**src/rtl/mul_div_unit.sv**
```systemverilog
// ---------------------------------------------------------------------------
// mul_div_unit
//   Multi-cycle signed WIDTHxWIDTH multiply / divide unit feeding the HI/LO
//   result registers. One operand bit is processed per clock on unsigned
//   magnitudes; signs are applied in a single fix-up cycle at the end.
//
//   Ports
//     clk          rising-edge clock
//     reset        synchronous, active-high; returns the unit to IDLE
//     start        request an operation (sampled only in IDLE)
//     op           0 = multiply, 1 = divide (sampled with start)
//     a, b         signed operands (sampled with start)
//     busy         high from the accepting edge until done drops
//     done         one-cycle pulse, results valid
//     wr_flag      identical to done; write enable for HI/LO registers
//     result_lo    product low half or quotient
//     result_hi    product high half or remainder
//     div_by_zero  set with done for a divide by zero, cleared on next start
//
//   Timing: start sampled at edge E0, done high in the cycle after
//   E(WIDTH+2); a new start can be accepted at E(WIDTH+3).
// ---------------------------------------------------------------------------
module mul_div_unit #(
    parameter int WIDTH = 16
) (
    input  logic             clk,
    input  logic             reset,
    input  logic             start,
    input  logic             op,
    input  logic [WIDTH-1:0] a,
    input  logic [WIDTH-1:0] b,
    output logic             busy,
    output logic             done,
    output logic             wr_flag,
    output logic [WIDTH-1:0] result_lo,
    output logic [WIDTH-1:0] result_hi,
    output logic             div_by_zero
);

    localparam int CW = $clog2(WIDTH + 1);

    localparam logic [WIDTH-1:0]   ONE_W    = {{(WIDTH-1){1'b0}}, 1'b1};
    localparam logic [2*WIDTH-1:0] ONE_2W   = {{(2*WIDTH-1){1'b0}}, 1'b1};
    localparam logic [CW-1:0]      CNT_ONE  = {{(CW-1){1'b0}}, 1'b1};
    localparam logic [CW-1:0]      CNT_LAST = CW'(WIDTH - 1);

    typedef enum logic [1:0] {
        ST_IDLE = 2'd0,
        ST_RUN  = 2'd1,
        ST_FIX  = 2'd2,
        ST_DONE = 2'd3
    } state_t;

    // Two's-complement negate of a WIDTH-bit value.
    function automatic logic [WIDTH-1:0] neg_w(input logic [WIDTH-1:0] x);
        neg_w = (~x) + ONE_W;
    endfunction

    // Two's-complement negate of a 2*WIDTH-bit value.
    function automatic logic [2*WIDTH-1:0] neg_2w(input logic [2*WIDTH-1:0] x);
        neg_2w = (~x) + ONE_2W;
    endfunction

    // Unsigned magnitude of a signed value; the most negative value maps to
    // 2^(WIDTH-1), which still fits in WIDTH unsigned bits.
    function automatic logic [WIDTH-1:0] mag_w(input logic [WIDTH-1:0] x);
        if (x[WIDTH-1]) begin
            mag_w = neg_w(x);
        end else begin
            mag_w = x;
        end
    endfunction

    state_t                 state_q, state_d;
    logic [CW-1:0]          cnt_q, cnt_d;
    logic                   op_q, op_d;
    logic                   sa_q, sa_d;          // sign of a
    logic                   sb_q, sb_d;          // sign of b
    logic                   bz_q, bz_d;          // divisor was zero
    logic [WIDTH-1:0]       opnd_q, opnd_d;      // multiplicand or divisor magnitude
    logic [2*WIDTH-1:0]     acc_q, acc_d;        // {upper partial, multiplier/dividend}
    logic [WIDTH-1:0]       lo_q, lo_d;
    logic [WIDTH-1:0]       hi_q, hi_d;
    logic                   busy_q, busy_d;
    logic                   done_q, done_d;
    logic                   dbz_q, dbz_d;

    // Multiply step: conditionally add the multiplicand to the upper half,
    // then shift the whole accumulator right (carry enters the top bit).
    logic [WIDTH:0]         mul_sum_s;
    logic [2*WIDTH-1:0]     mul_next_s;

    // Divide step: shift remainder left taking the next dividend bit, trial
    // subtract the divisor, restore when the trial goes negative.
    logic [WIDTH:0]         div_shift_s;
    logic [WIDTH:0]         div_trial_s;
    logic [2*WIDTH-1:0]     div_next_s;

    // Sign fix-up values used in the FIX state.
    logic                   res_neg_s;
    logic [2*WIDTH-1:0]     prod_fix_s;
    logic [WIDTH-1:0]       quo_fix_s;
    logic [WIDTH-1:0]       rem_fix_s;

    assign mul_sum_s   = {1'b0, acc_q[2*WIDTH-1:WIDTH]} + {1'b0, opnd_q};
    assign mul_next_s  = acc_q[0] ? {mul_sum_s, acc_q[WIDTH-1:1]}
                                  : {1'b0, acc_q[2*WIDTH-1:1]};

    assign div_shift_s = {acc_q[2*WIDTH-1:WIDTH], acc_q[WIDTH-1]};
    assign div_trial_s = div_shift_s - {1'b0, opnd_q};
    assign div_next_s  = div_trial_s[WIDTH]
                       ? {div_shift_s[WIDTH-1:0], acc_q[WIDTH-2:0], 1'b0}
                       : {div_trial_s[WIDTH-1:0], acc_q[WIDTH-2:0], 1'b1};

    assign res_neg_s   = sa_q ^ sb_q;
    assign prod_fix_s  = res_neg_s ? neg_2w(acc_q) : acc_q;
    // A zero divisor leaves the quotient magnitude all ones; it is reported
    // as all ones regardless of operand signs.
    assign quo_fix_s   = bz_q ? {WIDTH{1'b1}}
                              : (res_neg_s ? neg_w(acc_q[WIDTH-1:0]) : acc_q[WIDTH-1:0]);
    assign rem_fix_s   = sa_q ? neg_w(acc_q[2*WIDTH-1:WIDTH]) : acc_q[2*WIDTH-1:WIDTH];

    // Next-state and datapath update for the IDLE/RUN/FIX/DONE sequence.
    always_comb begin
        state_d = state_q;
        cnt_d   = cnt_q;
        op_d    = op_q;
        sa_d    = sa_q;
        sb_d    = sb_q;
        bz_d    = bz_q;
        opnd_d  = opnd_q;
        acc_d   = acc_q;
        lo_d    = lo_q;
        hi_d    = hi_q;
        busy_d  = busy_q;
        done_d  = 1'b0;
        dbz_d   = dbz_q;

        case (state_q)
            ST_IDLE: begin
                if (start) begin
                    state_d = ST_RUN;
                    cnt_d   = '0;
                    op_d    = op;
                    sa_d    = a[WIDTH-1];
                    sb_d    = b[WIDTH-1];
                    bz_d    = (b == {WIDTH{1'b0}});
                    busy_d  = 1'b1;
                    dbz_d   = 1'b0;
                    if (op) begin
                        opnd_d = mag_w(b);
                        acc_d  = {{WIDTH{1'b0}}, mag_w(a)};
                    end else begin
                        opnd_d = mag_w(a);
                        acc_d  = {{WIDTH{1'b0}}, mag_w(b)};
                    end
                end else begin
                    // busy stays high through the done cycle and drops here.
                    busy_d = 1'b0;
                end
            end
            ST_RUN: begin
                if (op_q) begin
                    acc_d = div_next_s;
                end else begin
                    acc_d = mul_next_s;
                end
                if (cnt_q == CNT_LAST) begin
                    cnt_d   = '0;
                    state_d = ST_FIX;
                end else begin
                    cnt_d   = cnt_q + CNT_ONE;
                end
            end
            ST_FIX: begin
                if (op_q) begin
                    lo_d = quo_fix_s;
                    hi_d = rem_fix_s;
                end else begin
                    lo_d = prod_fix_s[WIDTH-1:0];
                    hi_d = prod_fix_s[2*WIDTH-1:WIDTH];
                end
                state_d = ST_DONE;
            end
            ST_DONE: begin
                done_d  = 1'b1;
                dbz_d   = op_q & bz_q;
                state_d = ST_IDLE;
            end
            default: begin
                state_d = ST_IDLE;
            end
        endcase
    end

    // State and output registers with synchronous reset.
    always_ff @(posedge clk) begin
        if (reset) begin
            state_q <= ST_IDLE;
            cnt_q   <= '0;
            op_q    <= 1'b0;
            sa_q    <= 1'b0;
            sb_q    <= 1'b0;
            bz_q    <= 1'b0;
            opnd_q  <= '0;
            acc_q   <= '0;
            lo_q    <= '0;
            hi_q    <= '0;
            busy_q  <= 1'b0;
            done_q  <= 1'b0;
            dbz_q   <= 1'b0;
        end else begin
            state_q <= state_d;
            cnt_q   <= cnt_d;
            op_q    <= op_d;
            sa_q    <= sa_d;
            sb_q    <= sb_d;
            bz_q    <= bz_d;
            opnd_q  <= opnd_d;
            acc_q   <= acc_d;
            lo_q    <= lo_d;
            hi_q    <= hi_d;
            busy_q  <= busy_d;
            done_q  <= done_d;
            dbz_q   <= dbz_d;
        end
    end

    assign busy        = busy_q;
    assign done        = done_q;
    assign wr_flag     = done_q;
    assign result_lo   = lo_q;
    assign result_hi   = hi_q;
    assign div_by_zero = dbz_q;

endmodule

```
**config.mk**
```make
export PLATFORM = sky130hd
export DESIGN_NAME = mul_div_unit
export DESIGN_NICKNAME = d
export VERILOG_FILES = /design/src/rtl/mul_div_unit.sv
export SDC_FILE = /design/constraint.sdc
export NUM_CORES = 1
export LEC_CHECK = 0
export ABC_AREA = 1
export ABC_CLOCK_PERIOD_IN_PS = 2200
export CORE_ASPECT_RATIO = 1.5
export CORE_MARGIN = 5
export CORE_UTILIZATION = 46
export CTS_CLUSTER_SIZE = 28
export DETAILED_ROUTE_END_ITERATION = 6
export PLACE_DENSITY = 0.68
export SLEW_MARGIN = 20
export SYNTH_ARGS = -nofsm -noshare
export SYNTH_HDL_FRONTEND = slang
export SYNTH_SLANG_ARGS = --single-unit
```
**constraint.sdc**
```tcl
create_clock -name clk -period 2.2 [get_ports clk]
set_input_delay 0.44 -clock clk [delete_from_list [all_inputs] [get_ports clk]]
set_output_delay 0.44 -clock clk [all_outputs]
set_load 0.1 [all_outputs]
```
==> qor.yml <==
yosys.area.top_type_share_pct: 22.0
start_util_pct: 46.4
diodes: 0
grt_pass1_vias: 8994
relSlewSlack_pct: 61.4
drt-total-wl_mm: 28.3
synth_cell_types: 50
place_congestion: 0.970
dieArea_um2: 21400
hp-class: "reg2reg"
p_int_w: 0.00612
worstMarginPinSlew_ns: 0.580
final_core_util_pct: 57.6
peakVddDrop_uv: 503
synth_nets: 1530
syn-cell-area_um2: 8540
track_usage_pct: 25.7
hold_buffers: 0
wl_per_cell_um: 15.4
synth_area_leader_cell: "dfxtp_1"
start_kind: "flip-flop"
synth_edf_count: 0
clk_pin_slew_worst_paths_ns: 0.07
finalSetupViolations: 0
fin_nets: 1665
clockBufferDepth: 2
die_h_um: 177
final_cell_mix: "408 x nand2_1, 217 x inv_1, 137 x buf_4"
clkLatencyLatePin_ns: 0.36
fin_setup_tns_ns: 0
power_density_nw_per_um2: 1300
finalCritPeriodShare_pct: 96.9
worst_ep_required_time_ns: 2.42
async_flop_share_pct: 0
antenna_found_initial: 0
drv_cap: 0
avgViaCountPerCell: 5.24
cp.arrival_ns: 2.35
hold_violations: 0
synthTopCellsByArea: "dfxtp_1 22%, nand2_1 18%, inv_1 9.8%"
p_clk_share_pct: 12.2
yosysSeqAreaShare_pct: 22.0
cts_sinks: 94
switching_share_pct: 55.5
p_comb_share_pct: 68.9
power_switching_w: 0.00763
cp_max_fo: 8
multiInputGateArea_um2: 5750
drive_gt1_share_pct: 16.2
ys.flop_type: "dfxtp_1"
fillers: 1871
synth_cells: 1451
rows: 61
cts_tree: "done"
grt_start_max_net_pins: 43
synth_area_per_cell_um2: 5.88
port_buffers: 71
grt_overflow: 0
status: "finished, final reports clean"
path_common_cell: "nand2_2"
die_w_um: 121
grt_pass1_wl_mm: 44.0
dp_hpwl_mm: 22.5
fin_worst_skew_ns: 0.0130
rsz0062_at_grt: "true"
seqPwrFrac_pct: 18.9
drtAntennaViolNets: 0
crit_chain: "inv_2 -> ha_4 -> fa_2 -> inv_2 -> nand2_2 -> nand2_2 -> nand3_2 -> nand2_2 -> nand2_4 -> nand2_4 -> nand2_4 -> nand2_8 -> nand2_2 -> nand2_1 -> nand2_1 -> nand2_1 -> a21oi_1"
slowest_delay_ns: 0.37
end_kind: "flip-flop"
final_common_cell: "nand2_1"
seqCellArea_um2: 1890
path_class: "reg2reg"
cts_buffers: 9
syn2layout_area_growth_pct: 24.2
htreeDepth: 3
yosysWarnings: 0
drt_iter0_markers: 711
drtPass1Iterations: 5
io_pins: 72
p_leak_nw: 5.31
via_count: 9657
ys_seq_elements: 94
core_um2: 18400
clock-root-buffer: "clkbuf_16"
post-route-min-period_ns: 2.13
timing.fmax_ghz: 0.469
worst_path_max_delay_cell: "fa_2"
drc: 0
slew_violations: 0
==> registers in the layout, summed over array words and instances, names as in the netlist, 2 cells and up <==
register / cells
cnt_q: 5
opnd_q: 16
state_q: 2
result_hi: 16
result_lo: 16
acc_q: 32
==> power groups by stage <==
| stage | Sequential [W] | Combinational [W] | Clock, W |
|---|---|---|---|
| 6_report | 0.00259 | 0.00947 | 0.00168 |
| 5_1_grt | 0.00266 | 0.0103 | 0.00178 |
| 4_1_cts | 0.00257 | 0.00903 | 0.00170 |
| 3_5_place_dp | 0.00261 | 0.00885 | 0 |
| 3_3_place_gp | 0.00260 | 0.00881 | 0 |
| 2_1_floorplan | 0.00411 | 0.00497 | 0 |
==> layout make-up <==
| class | instances | share of cell area (%) |
|---|---|---|
| repair buffers | 177 | 13.7 |
| clock inverters | 7 | 0.814 |
| inverters | 236 | 8.36 |
| flip-flops and latches | 94 | 17.8 |
| well taps | 252 | 2.97 |
| clock buffers | 9 | 2.12 |
| multi-input cells | 1068 | 54.2 |
==> worst paths after layout <==
check               to  startpoint  cells past startpoint  slack (ns)
max reg2reg  acc_q[31]   acc_q[15]                     17        0.07
min           cnt_q[4]    cnt_q[4]                      2        0.45
min reg2reg   cnt_q[4]    cnt_q[4]                      2        0.45
max          acc_q[31]   acc_q[15]                     17        0.07
==> synthesized netlist by cell type (all sizes together), types with 2 or more instances <==
library cell  count
a21o              2
a31oi            17
or2               4
nand3           109
o21ai            92
nand2           436
clkinv            5
nor3             13
xnor2             9
inv             231
a211oi            4
o221ai           11
nand4            14
buf              24
a21oi           128
o31ai             2
fa                2
a22oi             3
and2              5
nand3b            8
o211ai           16
dfxtp            94
clkbuf           31
ha               41
xor2             26
a221oi            2
nor2            117
==> through the flow <==
step                cell area (um^2)  std cells  hold WS, ns  setup WS [ns]  total power [W]
floorplan                       8540       1451        0.422         0.0825          0.00908
finish                         10600       1843        0.453         0.0688           0.0137
CTS                            10300       1840        0.454        0.00225           0.0133
global route                   10600       1843        0.510        -0.0691           0.0148
global placement                9990       1823        0.438        -0.0708           0.0114
detailed placement              9990       1823        0.443        -0.0941           0.0115
==> repair_timing <==
action                     4_1_cts  5_1_grt
resized for setup                5       46
pin swaps                        1        9
setup endpoints to repair       10       22
buffers inserted                 0        2
gates cloned                     1        1
==> critical path: cells and delay by family (launching register included) <==
kind                       cells  cell delay (ns)
DFF                            1             0.33
and+or+nand+nor               12             0.96
AOI/OAI and AO/OA              1             0.05
buffers and inverters          2             0.13
adders and majority gates      2             0.52
==> metal layers <==
layer	vias to the layer above	share of wire (%)	GRT usage, %
met3	70	5.3	3.26
met2	309	50	46.5
met5	-	0	0
li1	4925	-	-
met4	0	3.8	9.77
met1	4353	40	30.6
==> cells by family (layout without fill, tap and decap cells) <==
logic type | after synthesis | after routing | synth area share, %
AND/OR/NAND/NOR | 708 | 710 | 35.5
buffers and inverters | 291 | 429 | 13.7
AO/OA/AOI/OAI | 280 | 280 | 18.7
flip-flops | 94 | 94 | 22.0
adder cells (fa/ha/maj) | 43 | 43 | 6.48
XOR/XNOR | 35 | 35 | 3.59
No activity file was read; power rests on OpenSTA's default activity.
